`config.mk`:
```
export PLATFORM = sky130hd
export DESIGN_NAME = pulse_tracer
export DESIGN_NICKNAME = d
export VERILOG_FILES = /design/src/rtl/pulse_tracer.sv
export SDC_FILE = /design/constraint.sdc
export NUM_CORES = 1
export LEC_CHECK = 0
export CORE_AREA = 3 3 40 42
export CTS_CLUSTER_SIZE = 10
export DETAILED_ROUTE_END_ITERATION = 8
export DIE_AREA = 0 0 43 45
export PLACE_DENSITY = 0.3
export SYNTH_ARGS = -nofsm -noshare
export SYNTH_HDL_FRONTEND = slang
export SYNTH_SLANG_ARGS = --single-unit
```
`constraint.sdc`:
```
create_clock -name clk -period 1.5 [get_ports clk]
set_clock_uncertainty 0.1 [all_clocks]
set_input_delay 0.225 -clock clk [delete_from_list [all_inputs] [get_ports clk]]
set_output_delay 0.225 -clock clk [all_outputs]
set_load 0.005 [all_outputs]
```
`src/rtl/pulse_tracer.sv`:
```
// Detects isolated high runs of exactly PULSE_WIDTH cycles on an asynchronous input.
// Latency: strobe rises SYNC_STAGES edges after the edge that samples the terminating low.
// Backpressure: none; the strobe is a free-running one-cycle pulse with no ready handshake.
module pulse_tracer #(
    parameter int SYNC_STAGES = 2,
    parameter int PULSE_WIDTH = 1
) (
    input  logic clk,
    input  logic rst,
    input  logic noisy_in,
    output logic pulse_detected
);

    localparam int CNT_W = $clog2(PULSE_WIDTH + 2);
    localparam logic [CNT_W-1:0] CNT_MAX = CNT_W'(PULSE_WIDTH + 1);
    localparam logic [CNT_W-1:0] CNT_HIT = CNT_W'(PULSE_WIDTH);

    logic [SYNC_STAGES-1:0] sync_q;
    logic                   s;
    logic [CNT_W-1:0]       run_cnt;
    logic [CNT_W-1:0]       run_cnt_nxt;
    logic                   hit;

    always_ff @(posedge clk) begin
        if (rst) begin
            sync_q <= '0;
        end else begin
            sync_q <= {sync_q[SYNC_STAGES-2:0], noisy_in};
        end
    end

    assign s = sync_q[SYNC_STAGES-1];

    // Saturating one past the target keeps over-long runs from ever matching again.
    always_comb begin
        run_cnt_nxt = '0;
        if (s) begin
            if (run_cnt == CNT_MAX) begin
                run_cnt_nxt = run_cnt;
            end else begin
                run_cnt_nxt = run_cnt + CNT_W'(1);
            end
        end
    end

    assign hit = !s && (run_cnt == CNT_HIT);

    always_ff @(posedge clk) begin
        if (rst) begin
            run_cnt        <= '0;
            pulse_detected <= 1'b0;
        end else begin
            run_cnt        <= run_cnt_nxt;
            pulse_detected <= hit;
        end
    end

endmodule

```
==> impl_results.md <==
* Lkg Pwr at around 0.11 nW
* Wire length per cell at around 7.1 um
* Fillers at 145
* RSZ-0062 raised after global routing: false
* Setup CP Type: flip-flop to output port
* Hold buffer count at CTS at 0
* Clock Sinks at 5
* First-pass GRT wire length at a little over 500 um
* GP Congestion at between 0.6 and 0.7
* Starting Density at ~15%
* Peak VDD IR at between 300 and 400 uV
* Finished Layout Cells at 39
* Vias in the first global route at 129
* CTS tree: done
* Die X at between 40 and 50 um
* ANT cells at 0
* CTS resizes at 0
* FF+latch count, synth at 5
* Slew headroom at about nine tenths
* Commonest non-fill, non-tap cell in the layout: dfxtp_1
* Netlist cell types at 9
* CP max-delay cell: clkdlybuf4s50_1
* Hold Slack at ~0.33 ns
* H-tree Lvls at 1
* Setup-failing EPs final at 0
* Dpl cells at 35
* DR vias at approximately 130
* Fmax at between 700 and 800 MHz
* Commonest cells after routing, fill and taps aside: 5 x dfxtp_1, 3 x nor2b_1, 3 x clkbuf_4, 3 x clkdlybuf4s50_1
* Initial antenna violation count at 0
* Area grow syn2layout at 38.0%
* Cell row count at 13
* Crit-path max cell delay at ~0.49 ns
* Final hold viol count at 0
* Min-delay worst type: flip-flop to flip-flop
* Layout Nets at 30
* Post-Syn Nets at 22
* # IOs at 4
* Max clock buf depth at 2
* Critical path's top delay family: buffers and inverters
* CP bufs+invs at 1
* Switching Share at between 15 and 20%
* Worst endpoint required time at around 1.2 ns
* Crit path cell chain: clkdlybuf4s50_1
* Die Ht at between 40 and 50 um
* Worst-margin pin slew at around 0.15 ns
* Vias per cell at 3.23
* Sw power at approximately 0.061 mW
* Drt pass-1 iters at 1
* Warnings, synthesis at 0
* Postcts setup bufs at 0
* Worst Path Max Fanout at 1
* CTS Buf Count at 3
* CTS clk-pin slew, worst paths at 0.04 ns
* Clock share of power at 50.4%
* Routed wire length at between 200 and 300 um
* DR iter-0 viols at 0
* Hpwl dp at around 220 um
* Tmin final at 1.35 ns
* Pin count of the biggest net entering global routing at 5
* Die ar. at 1940 um2
* CP Launch Type: flip-flop
* Internal power at between 0.2 and 0.25 mW
* Sequential fraction of the synthesis area at about half
* Antenna viol nets, final at 0
* Syn Area/Cell at 11.6 um2
* Synthesized instance count at 17
* Layout cells sized above 1 at a little over a fifth
* Port bufs at 3
* Post-Syn Area at 198 um2
* GR Overflow Total at 0
* Clk_lat worst skew at ~0.24 ns
* Part of the power in combinational logic at between 4 and 5%
* Final period utilization at around nine tenths
* Max_cap viols at 0
* Setup TNS at 0 ns
* Drt drc at 0
* CTS Root Cell: clkbuf_4
* Sequential Power Share at between 40% and 50%
* Core ar. at roughly 1300 um2
* WP data arrival at about 1.0 ns
* Status: finished clean
* CP Capture Type: output port
* Pwr/cell area at 1130 nW/um2
* GR Util All Layers at ~4.4%
* Final slew viol count at 0
## synthesized netlist by cell type
cell type | instances | area, um2
ha_1 | 2 | 25.0
inv_1 | 2 | 7.51
xor2_1 | 1 | 8.76
nor2_1 | 1 | 3.75
dfxtp_1 | 5 | 100
nand2b_4 | 1 | 13.8
nor2b_1 | 3 | 18.8
nor3b_1 | 1 | 7.51
a211oi_2 | 1 | 12.5
## through the flow
stage	power, mW	setup WS [ns]	area [um2]	util, %
final	0.309	0.152	273	21.2
after global routing	0.330	0.0897	273	21.2
after detailed placement	0.156	0.252	246	19.2
after global placement	0.156	0.280	246	19.2
after floorplan	0.148	0.424	198	-
after CTS	0.316	0.133	273	21.2
## power groups by stage
stage / clock network [mW] / registers (mW) / logic, mW
floorplan: 0 / 0.141 / 0.00653
global placement: 0 / 0.142 / 0.0141
detailed placement: 0 / 0.142 / 0.0142
CTS: 0.163 / 0.139 / 0.0141
global route: 0.175 / 0.140 / 0.0156
finish: 0.155 / 0.139 / 0.0139
## cell families (layout without fill, tap and decap cells)
logic type	count (synthesis)	after routing	synth area share, %
AOI/OAI and AO/OA	1	1	6.33
xor gates and xnor gates	1	1	4.43
adders and majority gates	2	2	12.7
buffers and inverters	2	9	3.80
DFF	5	5	50.6
and+or+nand+nor	6	6	22.2
## routing by layer
layer  wire length (um)  global-route usage [%]
met1                108                    3.61
met2                146                    4.79
met3                 20                    2.79
met4                  0                    9.04
met5                  0                       0
## worst paths after layout
check                      start             end  slack, ns  cells past startpoint
setup / recovery  pulse_detected  pulse_detected       0.15                      1
hold / removal         sync_q[0]       sync_q[1]       0.33                      1
setup reg to reg      run_cnt[0]      run_cnt[1]       0.35                      4
hold reg to reg        sync_q[0]       sync_q[1]       0.33                      1
## sequential cells by signal (all words and copies together) (netlist names)
name            cells
run_cnt             2
sync_q              2
pulse_detected      1
## final cells by class
class | count | area (um2) | area share, %
Sequential cell | 5 | 100 | 36.7
Multi-Input combinational cell | 10 | 90.1 | 33.0
Tap cell | 15 | 18.8 | 6.88
Inverter | 2 | 7.51 | 2.75
Timing Repair Buffer | 3 | 30.0 | 11.0
Clock buffer | 4 | 26.3 | 9.63
(Power assumes the default switching activity.)
